<file path="config.mk">
export PLATFORM = sky130hd
export DESIGN_NAME = i2s_msb_transmitter
export DESIGN_NICKNAME = d
export VERILOG_FILES = /design/src/rtl/i2s_msb_transmitter.sv
export SDC_FILE = /design/constraint.sdc
export NUM_CORES = 1
export LEC_CHECK = 0
export CORE_MARGIN = 2
export CORE_UTILIZATION = 25
export CTS_CLUSTER_DIAMETER = 80
export DETAILED_ROUTE_END_ITERATION = 10
export PLACE_DENSITY = 0.48
export SLEW_MARGIN = 15
export SYNTH_ARGS = -nofsm -noshare
export SYNTH_HDL_FRONTEND = slang
export SYNTH_SLANG_ARGS = --single-unit
</file>
<file path="constraint.sdc">
create_clock -name clk_i -period 3.1 [get_ports clk_i]
set_clock_uncertainty 0.2 [all_clocks]
set_input_delay 0.775 -clock clk_i [delete_from_list [all_inputs] [get_ports clk_i]]
set_output_delay 0.775 -clock clk_i [all_outputs]
set_load 0.005 [all_outputs]
</file>
<file path="src/rtl/i2s_msb_transmitter.sv">
// I2S MSB-first transmitter: reads 256-bit frames bit-serially from a circular
// channel buffer and shifts them out on the falling edges of an external bit clock.
module i2s_msb_transmitter #(
  parameter int unsigned CIRC_BUF_BITS = 3
) (
  input  logic                       clk_i,
  input  logic                       rst_i,
  input  logic                       enable_i,
  input  logic                       frame_valid_i,
  input  logic                       i2s_bclk_i,
  output logic [CIRC_BUF_BITS+7:0]   ram_read_addr_o,
  input  logic                       ram_read_data_i,
  output logic                       i2s_data_o,
  output logic                       i2s_ws_o,
  output logic                       i2s_running_o,
  output logic                       underrun_o,
  output logic                       overflow_o
);

  typedef enum logic [1:0] {IDLE, PREFETCH, SHIFT} state_t;

  localparam logic [CIRC_BUF_BITS:0] PEND_FULL = {1'b1, {CIRC_BUF_BITS{1'b0}}};

  state_t                    r_state;
  logic                      r_bclk_meta;
  logic                      r_bclk_sync;
  logic                      r_bclk_prev;
  logic [7:0]                r_bit_cnt;
  logic [CIRC_BUF_BITS-1:0]  r_rd_idx;
  logic [CIRC_BUF_BITS:0]    r_pending;
  logic [CIRC_BUF_BITS+7:0]  r_addr;
  logic [1:0]                r_pf_wait;
  logic                      r_prefetch;
  logic                      r_zero_slot;
  logic                      r_last;
  logic                      r_data;
  logic                      r_ws;
  logic                      r_running;
  logic                      r_underrun;
  logic                      r_overflow;

  logic                      w_bclk_fall;
  logic                      w_pend_nz;
  logic                      w_pend_full;
  logic                      w_slot_end;
  logic                      w_consume;
  logic [CIRC_BUF_BITS-1:0]  w_rd_idx_next;

  assign w_bclk_fall   = r_bclk_prev & ~r_bclk_sync;
  assign w_pend_nz     = (r_pending != '0);
  assign w_pend_full   = (r_pending == PEND_FULL);
  assign w_slot_end    = (r_state == SHIFT) && w_bclk_fall && !r_last && (r_bit_cnt == 8'd255);
  assign w_consume     = enable_i && w_pend_nz &&
                         ((r_state == IDLE) || w_slot_end);
  // A zero-filled underrun slot does not own a buffer frame, so it leaves rd_idx alone.
  assign w_rd_idx_next = r_zero_slot ? r_rd_idx : r_rd_idx + 1'b1;

  always_ff @(posedge clk_i or posedge rst_i) begin
    if (rst_i) begin
      r_bclk_meta <= 1'b0;
      r_bclk_sync <= 1'b0;
      r_bclk_prev <= 1'b0;
    end else begin
      r_bclk_meta <= i2s_bclk_i;
      r_bclk_sync <= r_bclk_meta;
      r_bclk_prev <= r_bclk_sync;
    end
  end

  always_ff @(posedge clk_i or posedge rst_i) begin
    if (rst_i) begin
      r_pending  <= '0;
      r_overflow <= 1'b0;
    end else if (frame_valid_i && !w_consume) begin
      if (w_pend_full) r_overflow <= 1'b1;
      else             r_pending  <= r_pending + 1'b1;
    end else if (!frame_valid_i && w_consume) begin
      r_pending <= r_pending - 1'b1;
    end
  end

  always_ff @(posedge clk_i or posedge rst_i) begin
    if (rst_i) begin
      r_state     <= IDLE;
      r_bit_cnt   <= '0;
      r_rd_idx    <= '0;
      r_addr      <= '0;
      r_pf_wait   <= '0;
      r_prefetch  <= 1'b0;
      r_zero_slot <= 1'b0;
      r_last      <= 1'b0;
      r_data      <= 1'b0;
      r_ws        <= 1'b0;
      r_running   <= 1'b0;
      r_underrun  <= 1'b0;
    end else begin
      // The address is stable for many clk cycles between bclk edges, so the
      // one-cycle RAM latency is absorbed by capturing read data every cycle.
      r_prefetch <= ram_read_data_i;
      case (r_state)
        IDLE: begin
          r_bit_cnt   <= '0;
          r_addr      <= {r_rd_idx, 8'd0};
          r_zero_slot <= 1'b0;
          r_last      <= 1'b0;
          r_pf_wait   <= '0;
          if (enable_i && w_pend_nz) r_state <= PREFETCH;
        end
        PREFETCH: begin
          r_pf_wait <= r_pf_wait + 1'b1;
          if (r_pf_wait == 2'd2) r_state <= SHIFT;
        end
        SHIFT: begin
          if (w_bclk_fall) begin
            if (r_last) begin
              r_data    <= 1'b0;
              r_ws      <= 1'b0;
              r_running <= 1'b0;
              r_bit_cnt <= '0;
              r_last    <= 1'b0;
              r_state   <= IDLE;
            end else begin
              r_data    <= r_zero_slot ? 1'b0 : r_prefetch;
              r_ws      <= ~r_bit_cnt[7];
              r_running <= 1'b1;
              r_bit_cnt <= r_bit_cnt + 1'b1;
              if (r_bit_cnt != 8'd255) begin
                if (!r_zero_slot) r_addr <= {r_rd_idx, r_bit_cnt + 8'd1};
              end else begin
                r_rd_idx <= w_rd_idx_next;
                r_addr   <= {w_rd_idx_next, 8'd0};
                if (!enable_i) begin
                  r_last      <= 1'b1;
                  r_zero_slot <= 1'b0;
                end else if (w_pend_nz) begin
                  r_zero_slot <= 1'b0;
                end else begin
                  r_zero_slot <= 1'b1;
                  r_underrun  <= 1'b1;
                end
              end
            end
          end
        end
        default: r_state <= IDLE;
      endcase
    end
  end

  assign ram_read_addr_o = r_addr;
  assign i2s_data_o      = r_data;
  assign i2s_ws_o        = r_ws;
  assign i2s_running_o   = r_running;
  assign underrun_o      = r_underrun;
  assign overflow_o      = r_overflow;

endmodule

</file>
# Word level (Yosys, flattened, before mapping)
# Cells that the tools add are included.
# word_totals
register_bits	41
latchBits	0
mem_bits_rw	0
romBits	0
inputBits	6
output_inout_bits	16
elab_cells	100
mem_count	0
# classes
addsub	5
n_mul	0
div_mod_pow	0
order_cmp	0
n_eq_ne	14
shifts	0
muxes	33
n_bitwise	6
n_reduce_logical	25
# op_table
op	count
$mux 11	4
$pmux 11 s2	1
$mux 8	2
$pmux 8 s2	1
$reduce_and 4->1	4
$ne 2x2->1 const B	7
$mux 1	13
$mux 4	3
$add 8x1->8 const B	1
$eq 8x8->1 const B	1
$mux 2	4
$ne 8x8->1 const B	1
$reduce_and 2->1	4
$logic_and 1x1->1	7
$pmux 2 s3	1
$reduce_and 6->1	1
$reduce_bool 2->1	3
$not 1->1	5
$add 4x1->4 const B	1
$eq 2x2->1 const B	2
$eq 4x4->1 const B	1
$pmux 1 s2	2
$pmux 2 s2	1
$reduce_bool 4->1	1
other kinds (10)	12

# Longest topological paths before layout
# Gate-level depths: netlist of run 1.
# depth
word_depth	11
mapped_depth	11
depth_no_buf	11

# Worst setup path before layout of run 1
# Ideal clock, no wire load.
# synth_timing
path_type	register -> register
startpoint	reg r_bit_cnt[0]
endpoint	reg r_pending[3]
setup_ns	0.124
arrival_time_ns	2.345
required_time_ns	2.776
slack_ns	0.431
path_stages_with_launch	12
path_buffers	0
synth_period_minus_slack_ns	2.669
path_cell_list	dfrtp_1 -> ha_1 -> nand4_2 -> nor4_4 -> o21bai_2 -> nand2_1 -> ha_1 -> a21oi_1 -> nor4bb_1 -> o21a_1 -> a41oi_1 -> xnor2_1
# synth_between
elab_chain_cells	8
elab_cells_between_ends	11
cone_classes	eq/ne (2); mux (1); reduce/logical (8)
# synth_lines
item	line_no	source
start: declaration	28	logic [7:0] r_bit_cnt;
start signal: assignment	126	r_bit_cnt <= r_bit_cnt + 1'b1;
$eq 8x8->1 *	52	assign w_slot_end = (r_state == SHIFT) && w_bclk_fall && !r_last && (r_bit_cnt == 8'd255);
$logic_and 1x1->1 *	52	
$logic_or 1x1->1 *	54	((r_state == IDLE) || w_slot_end);
$logic_and 1x1->1 *	53	assign w_consume = enable_i && w_pend_nz &&
$logic_not 1->1	74	end else if (frame_valid_i && !w_consume) begin
$logic_and 1x1->1	74	
$ne 2x2->1 (no line) / $reduce_bool 2->1 (equally long branches)	-	
$reduce_and 2->1 (no line)	-	
end signal: assignment	76	else r_pending <= r_pending + 1'b1;
end signal: assignment	78	r_pending <= r_pending - 1'b1;
end: declaration	30	logic [CIRC_BUF_BITS:0] r_pending;
# Every way passes the cells marked *; elsewhere a longest branch is shown, timed or not.
# A chain may end at the register's enable or synchronous reset.

# Worst setup path in the final report of run 1
# Same ends and word-level chain as after synthesis.

==> impl_results.md, run 1 <==
- Portion of the post-synthesis area used by sequential elements: 52.9%
- Number of antenna repair diodes: 0
- Number of routed nets with antenna violations: 0
- RSZ-0062 raised after global routing: false
- Std cell rows: 32
- Status: finished, final reports clean
- Wire length per cell: 12.2 µm
- Type of the worst min-delay path: flip-flop to flip-flop
- Post-synthesis share of cell area spent on and, or, nand and nor gates: 18.1%
- GR Layer Usage met3: 3.37%
- Met1 Usage GRT: 13.2%
- Compound-Gate Fraction of Synth Area: 13.8%
- Sum of overflow across all layers after global routing: 0
- Clk root buf: sky130_fd_sc_hd__clkbuf_8
- Part of the cycle the worst path needs: 90.4%
- Global-route wire length before repair: 6.98 mm
- Count of synthesis-stage warnings from yosys: 0
- Highest clock rate: 357 MHz
- Drt via density: 4.43
- Die X-Extent: 92.1 µm
- Vias in the first global route: 1476
- Gate count of the mapped netlist: 185
- Routed wire length: 3.89 mm
- Final critical-path setup slack: 296 ps
- Count of endpoints failing setup in the final report: 0
- Fraction of layout cells with a size suffix above 1: 10.6%
- #FFs+latches synth: 41
- Pin count of the biggest net entering global routing: 42
- Max-Cap Viols: 0
- DRC violation count after routing: 0
- Pwr Total: 1720 µW
- Slew Limit Fails: 0
- Measured slew at the worst slew-check pin: 638 ps
- Antenna violations before repair: 0
- Post-synthesis share of cell area spent on full adders, half adders and majority gates: 4.26%
- Global-route track usage on met2: 16.7%
- Startpoint class of the critical path: flip-flop
- Number of I/O port buffers: 21
- Worst-path fanout max: 5
- Clock Latency Late Sink: 300 ps
- Largest family of logic cells by synthesized area: simple AND/OR/NAND/NOR gates
- Fin crit period: 2800 ps
- Total power per unit cell area: 703 nW/µm²
- Area of the placeable core: 7610 µm²
- Synthesis-to-finish area growth: 26.1%
- Total die area: 8480 µm²
- Critical Path, Cell by Cell: ha_2 -> nand4_2 -> nor4_4 -> o21bai_2 -> nand2_1 -> ha_1 -> a21oi_1 -> nor4bb_1 -> o21a_1 -> a41oi_1 -> xnor2_1
- H-tree depth: 2
- Count of final hold-check violations: 0
- Leakage: 0.00106 µW
- Height of the die: 92.1 µm
- Critical Path Slowest Stage Cell: sky130_fd_sc_hd__dfrtp_1
- Nets@finish: 228
- Relative max-transition margin: 57.1%
- Effective utilization at floorplan: 25.5%
- Total number of vias: 1413
- Pre-Repair DR Iteration Count: 4
- Mean post-synth cell area: 10.5 µm²
- Combined global-route utilization of all metal layers: 10.4%
- TritonCTS clock tree: built
- Most common library cell in the layout ignoring fill and taps: sky130_fd_sc_hd__dfrtp_1
- Most used routing layer in global routing: met2
- Required time worst endpoint: 3080 ps
- Post-synthesis mux area share: 2.77%
- Data arrival time at the worst-slack endpoint: 2790 ps
- VDD IR-drop max: 0.000393 V
- Number of clock sinks: 41
- Final RePlAce weighted congestion: 0.836
- Number of buffers on the longest clock path: 2
- Worst slack after detailed placement: -11.0 ps
- Fill cell instance count of the final layout: 818
- Delay of the slowest cell on the worst path: 410 ps
- Commonest cells after routing, fill and taps aside: 41 x sky130_fd_sc_hd__dfrtp_1, 32 x sky130_fd_sc_hd__nand2_1, 23 x sky130_fd_sc_hd__o21ai_0
- I/O pin count: 22
- Hold bufs inserted after CTS: 0
- Endpoint type of the worst setup path: flip-flop
- Iter 0 DRT Violations: 38
- Synth cell types: 40
- Post-Syn Area: 1940 µm²
- Post-Synth XOR/XNOR Area: 5.87%
- HPWL reported at the end of detailed placement: 2.77 mm
- Number of CTS-inserted buffers: 5
- Worst setup path category: flip-flop to flip-flop
- Clock-pin slew on the worst setup and hold paths: 90 ps
- Syn nets: 197
-- final timing paths --
path                                                from                             end  slack, ps  cells after the start
worst max-delay path            r_bit_cnt[0]$_DFFE_PP0P_        r_pending[3]$_DFFE_PP0P_        300                     11
worst min-delay path               r_bclk_meta$_DFF_PP0_           r_bclk_sync$_DFF_PP0_        150                      0
worst max register to register  r_bit_cnt[0]$_DFFE_PP0P_        r_pending[3]$_DFFE_PP0P_        300                     11
worst min register to register     r_bclk_meta$_DFF_PP0_           r_bclk_sync$_DFF_PP0_        150                      0
max in group asynchronous                          rst_i  ram_read_addr_o[6]$_DFFE_PP0P_       1630                      3
min in group asynchronous                          rst_i       i2s_running_o$_DFFE_PP0N_        700                      3
-- cell usage after synthesis --
library cell	n	area, µm²
sky130_fd_sc_hd__ha_1	5	62.6
sky130_fd_sc_hd__a41oi_1	1	8.76
sky130_fd_sc_hd__o21bai_1	1	7.51
sky130_fd_sc_hd__nor4bb_1	2	20.0
sky130_fd_sc_hd__nor3b_1	1	7.51
sky130_fd_sc_hd__nor4_4	1	21.3
sky130_fd_sc_hd__nor2_1	13	48.8
sky130_fd_sc_hd__or2_2	1	6.26
sky130_fd_sc_hd__or2b_1	1	7.51
sky130_fd_sc_hd__xor2_1	7	61.3
sky130_fd_sc_hd__nand3_1	5	25.0
sky130_fd_sc_hd__fa_1	1	20.0
sky130_fd_sc_hd__o21ai_0	23	115
sky130_fd_sc_hd__nand2b_1	3	18.8
sky130_fd_sc_hd__or4_1	1	7.51
sky130_fd_sc_hd__a31oi_1	1	6.26
sky130_fd_sc_hd__nand2_1	32	120
sky130_fd_sc_hd__o41ai_1	1	8.76
sky130_fd_sc_hd__nand4bb_4	1	27.5
sky130_fd_sc_hd__o21a_1	1	7.51
sky130_fd_sc_hd__o22ai_1	1	6.26
sky130_fd_sc_hd__a21o_1	3	22.5
sky130_fd_sc_hd__mux2i_1	2	20.0
sky130_fd_sc_hd__and2b_1	1	7.51
sky130_fd_sc_hd__clkbuf_1	1	3.75
sky130_fd_sc_hd__buf_4	1	7.51
sky130_fd_sc_hd__nand4_2	1	12.5
sky130_fd_sc_hd__and4b_1	1	10.0
sky130_fd_sc_hd__inv_1	6	22.5
sky130_fd_sc_hd__mux2_1	1	11.3
sky130_fd_sc_hd__buf_2	2	10.0
sky130_fd_sc_hd__a21oi_1	4	20.0
sky130_fd_sc_hd__xnor2_1	6	52.6
sky130_fd_sc_hd__nor3_1	1	5.00
sky130_fd_sc_hd__o31ai_1	6	45.0
sky130_fd_sc_hd__nor4_1	1	6.26
sky130_fd_sc_hd__dfrtp_1	41	1030
sky130_fd_sc_hd__o21bai_2	1	11.3
sky130_fd_sc_hd__a22o_1	1	8.76
sky130_fd_sc_hd__mux2_2	2	22.5
-- area by class of cell --
type                    instances  area, µm²  share of cell area, %
repair buffers                 28        263                   10.7
inverters                       6       22.5                  0.921
clock buffers                   5       68.8                   2.81
flip-flops and latches         41       1030                   42.0
clock inverters                 3       65.1                   2.66
multi-input cells             134        872                   35.7
well taps                     102        128                   5.22
-- sequential cells by signal, indices dropped and copies added (netlist names), 2 cells and up --
| register | flops |
|---|---|
| r_state | 2 |
| r_pending | 4 |
| r_pf_wait | 2 |
| ram_read_addr_o | 11 |
| r_bit_cnt | 8 |
| r_rd_idx | 3 |
-- per-stage QoR --
step | cells | hold slack (ps) | cell area (µm²) | TNS (ps) | utilization (%)
2_1_floorplan | 185 | 131 | 1940 | 0 | -
3_3_place_gp | 311 | 135 | 2310 | 0 | 30.3
3_5_place_dp | 311 | 139 | 2310 | -11.0 | 30.3
4_1_cts | 319 | 157 | 2440 | 0 | 32.1
5_1_grt | 319 | 158 | 2440 | 0 | 32.1
6_report | 319 | 155 | 2440 | 0 | 32.1
-- metal layers --
layer | vias to the layer above | wire length, µm
li1 | 706 | -
met1 | 680 | 1810
met2 | 21 | 1870
met3 | 6 | 147
met4 | 0 | 59
met5 | - | 0
-- report_power, final --
group          switching, µW  leakage [µW]  internal [µW]
Clock                    194     0.0000681            320
Sequential              97.2      0.000542            618
Combinational            256      0.000447            234
Total                    547       0.00106           1170
-- logic make-up after synthesis --
logic type	Yosys count
simple gates	66
buf+inv	10
xor+xnor	13
flops	41
compound gates	44
mux	5
fa+ha+maj	6
-- worst max-delay path, delay by kind of cell (launching register included) --
family                   cells  cell delay, ps
flip-flops                   1             410
XOR/XNOR                     1             140
AO/OA/AOI/OAI                4             520
AND/OR/NAND/NOR              4             870
adder cells (fa/ha/maj)      2             530
-- what timing repair did --
item                                    CTS  global route
buffers inserted                          0             0
hold endpoints to repair                  0             0
gates resized for setup                   0             1
endpoints found under the setup margin    0             1
Power figures use the tool's default switching activity.
==> run 2: changes to the inputs <==
--- a/config.mk
+++ b/config.mk
@@ -9,6 +9,8 @@
 export CORE_UTILIZATION = 25
 export CTS_CLUSTER_DIAMETER = 80
 export DETAILED_ROUTE_END_ITERATION = 10
+export GPL_TIMING_DRIVEN = 0
+export HOLD_SLACK_MARGIN = 0.15
 export PLACE_DENSITY = 0.48
 export SLEW_MARGIN = 15
 export SYNTH_ARGS = -nofsm -noshare
==> constraint.sdc (replaced) <==
create_clock -name clk_i -period 3.2 [get_ports clk_i]
set_clock_uncertainty 0.2 [all_clocks]
set_input_delay 0.8 -clock clk_i [delete_from_list [all_inputs] [get_ports clk_i]]
set_output_delay 0.8 -clock clk_i [all_outputs]
set_load 0.005 [all_outputs]
==> run 2 against run 1 <==
  * Design area decreased by 2.7%
  * First-iteration DRC count fell by 21%
  * Register-to-register slack got worse by 20 ps
  * Combinational power decreased by 2%
  * Non-clock buffer count fell by 2
  * Critical endpoint unchanged
  * Worst setup slack got worse by 110 ps
  * Critical path depth shrank 1
  * Highest routed layer unchanged
  * Clock-buffer cell count rose by 1
==> impl_results.md, run 2 (synthesis results as in run 1) <==
- GR Layer Usage met3: 2.47% (was 3.37%)
- Fin util: 31.3% (was 32.1%)
- Clock Latency Late Sink: 290 ps (was 300 ps)
- Total die area: 8480 µm² (unchanged)
- Nets@finish: 226 (was 228)
- Max-Cap Viols: 0 (unchanged)
- Count of final hold-check violations: 0 (unchanged)
- Number of cells on the worst hold path: 0 (unchanged)
- Drt via density: 4.52 (was 4.43)
- Sum of overflow across all layers after global routing: 0 (unchanged)
- Worst hold slack after final layout: 151 ps (was 155 ps)
- Cell Count, Final, Fillers Out: 317 (was 319)
- Post-cts gate resize count: 0 (unchanged)
- Most common library cell in the layout ignoring fill and taps: sky130_fd_sc_hd__dfrtp_1 (unchanged)
- HPWL reported at the end of detailed placement: 2.76 mm (was 2.77 mm)
- Register area: 1030 µm² (unchanged)
- Fin crit period: 3020 ps
- Cell area reported after detailed placement: 2300 µm² (was 2310 µm²)
- Effective utilization at floorplan: 25.5% (unchanged)
- Slew Limit Fails: 0 (unchanged)
- Fill cell instance count of the final layout: 810 (was 818)
- Critical Path, Cell by Cell: clkdlybuf4s50_1 -> o41ai_1 -> o21bai_2 -> nand2_1 -> ha_1 -> a21oi_1 -> nor4bb_1 -> o21a_1 -> a41oi_1 -> xnor2_1 (was ha_2 -> nand4_2 -> nor4_4 -> o21bai_2 -> nand2_1 -> ha_1 -> a21oi_1 -> nor4bb_1 -> o21a_1 -> a41oi_1 -> xnor2_1)
- Critical Path Slowest Stage Cell: sky130_fd_sc_hd__clkdlybuf4s50_1 (was sky130_fd_sc_hd__dfrtp_1)
- Min-Delay Endpoint: r_bclk_sync$_DFF_PP0_ (unchanged)
- Worst-path fanout max: 4 (was 5)
- Number of buffers on the longest clock path: 2 (unchanged)
- Final standard cell area without fillers: 2380 µm² (was 2440 µm²)
- Measured slew at the worst slew-check pin: 624 ps (was 638 ps)
- I/O pin count: 22 (unchanged)
- Startpoint class of the critical path: input pin (was flip-flop)
- Synthesis-to-finish area growth: 22.7% (was 26.1%)
- Inst Count DP: 309 (was 311)
- Hold bufs inserted after CTS: 0 (unchanged)
- Clock-pin slew on the worst setup and hold paths: 80 ps (was 90 ps)
- Beginning of the worst register-to-register path: r_pending[1]$_DFFE_PP0P_ (was r_bit_cnt[0]$_DFFE_PP0P_)
- Max FFs per register: 11 (unchanged)
- H-tree depth: 2 (unchanged)
- Number of I/O port buffers: 21 (unchanged)
- Origin of the worst min-delay path: r_bclk_meta$_DFF_PP0_ (unchanged)
- Number of clock sinks: 41 (unchanged)
- Routed wire length: 3.88 mm (was 3.89 mm)
- Iter 0 DRT Violations: 30 (was 38)
- Worst setup path category: input pin to flip-flop (was flip-flop to flip-flop)
- Number of setup buffers added after CTS: 0 (unchanged)
- VDD IR-drop max: 0.000382 V (was 0.000393 V)
- Number of antenna repair diodes: 0 (unchanged)
- Required time worst endpoint: 3180 ps (was 3080 ps)
- Data arrival time at the worst-slack endpoint: 3000 ps (was 2790 ps)
- Critical R2R Capture: r_pending[3]$_DFFE_PP0P_ (unchanged)
- Type of the worst min-delay path: flip-flop to flip-flop (unchanged)
- Total number of vias: 1434 (was 1413)
- Leakage: 0.00103 µW (was 0.00106 µW)
- Pin count of the biggest net entering global routing: 35 (was 42)
- Die X-Extent: 92.1 µm (unchanged)
- Fraction of layout cells with a size suffix above 1: 8.84% (was 10.6%)
- Worst reg-to-reg setup slack: 280 ps (was 300 ps)
- Height of the die: 92.1 µm (unchanged)
- Depth of the worst register-to-register path: 9 (was 11)
- Status: finished, final reports clean (unchanged)
- Highest clock rate: 331 MHz
- Part of the cycle the worst path needs: 94.3%
- Total power per unit cell area: 627 nW/µm² (was 703 nW/µm²)
- Area used by multi-input combinational logic: 870 µm² (was 872 µm²)
- Relative max-transition margin: 58.4% (was 57.1%)
- Area of the placeable core: 7610 µm² (unchanged)
- Vias in the first global route: 1479 (was 1476)
- Global-route wire length before repair: 6.76 mm (was 6.98 mm)
- Commonest cells after routing, fill and taps aside: 41 x sky130_fd_sc_hd__dfrtp_1, 32 x sky130_fd_sc_hd__nand2_1, 23 x sky130_fd_sc_hd__o21ai_0 (unchanged)
- DRC violation count after routing: 0 (unchanged)
- Final RePlAce weighted congestion: 0.732 (was 0.836)
- Most used routing layer in global routing: met2 (unchanged)
- TritonCTS clock tree: built (unchanged)
- Met1 Usage GRT: 12.1% (was 13.2%)
- Wire length per cell: 12.3 µm (was 12.2 µm)
- Pre-Repair DR Iteration Count: 4 (unchanged)
- Antenna violations before repair: 0 (unchanged)
- Final total negative setup slack: 0 ps (unchanged)
- Number of routed nets with antenna violations: 0 (unchanged)
- RSZ-0062 raised after global routing: false (unchanged)
- Clk root buf: sky130_fd_sc_hd__clkbuf_8 (unchanged)
- Delay of the slowest cell on the worst path: 470 ps (was 410 ps)
- Number of CTS-inserted buffers: 5 (unchanged)
- Std cell rows: 32 (unchanged)
- Combined global-route utilization of all metal layers: 10.0% (was 10.4%)
- Endpoint type of the worst setup path: flip-flop (unchanged)
- Count of endpoints failing setup in the final report: 0 (unchanged)
- Global-route track usage on met2: 16.9% (was 16.7%)
## run 2: worst max-delay path by stage
stage | start | cells after the start | slack (ps) | endpoint
2_1_floorplan | r_bit_cnt[0]$_DFFE_PP0P_ | 11 | 530 | r_pending[3]$_DFFE_PP0P_
3_3_place_gp | enable_i | 10 | -120 | r_pending[3]$_DFFE_PP0P_
3_5_place_dp | enable_i | 10 | -110 | r_pending[3]$_DFFE_PP0P_
4_1_cts | r_bit_cnt[0]$_DFFE_PP0P_ | 11 | 180 | r_pending[3]$_DFFE_PP0P_
5_1_grt | r_bit_cnt[0]$_DFFE_PP0P_ | 11 | 30 | r_pending[3]$_DFFE_PP0P_
6_report | enable_i | 10 | 180 | r_pending[3]$_DFFE_PP0P_
## run 2: power breakdown
group          internal, µW  leakage [µW]  switching, µW  total, µW
logic                   217      0.000441            265        482
registers               599      0.000542           73.8        673
clock network           151     0.0000450            185        336
## run 2: layout make-up
cell class                      instances  area share [%]
Inverter                                6           0.946
Timing Repair Buffer                   22            9.67
Clock buffer                            6            3.05
Multi-Input combinational cell        134            36.5
Clock inverter                          2           0.421
Sequential cell                        41            43.1
Buffer                                  4           0.894
Tap cell                              102            5.36
## run 2: worst max-delay path, delay by kind of cell
kind / cells / cell delay [ps]
AND/OR/NAND/NOR: 2 / 400
AO/OA/AOI/OAI: 5 / 820
buffers and inverters: 1 / 470
adder cells (fa/ha/maj): 1 / 360
XOR/XNOR: 1 / 150
## run 2: routing by layer
metal | part of all wire, % | wire [µm]
met1 | 46 | 1780
met2 | 48 | 1880
met3 | 4.0 | 154
met4 | 1.8 | 68
met5 | 0 | 0
## run 2: through the flow
stage | total power [µW] | setup slack (ps)
final | 1490 | 183
after global routing | 1600 | 33.1
after CTS | 1520 | 179
after detailed placement | 1180 | -111
after global placement | 1170 | -116
after floorplan | 1010 | 531
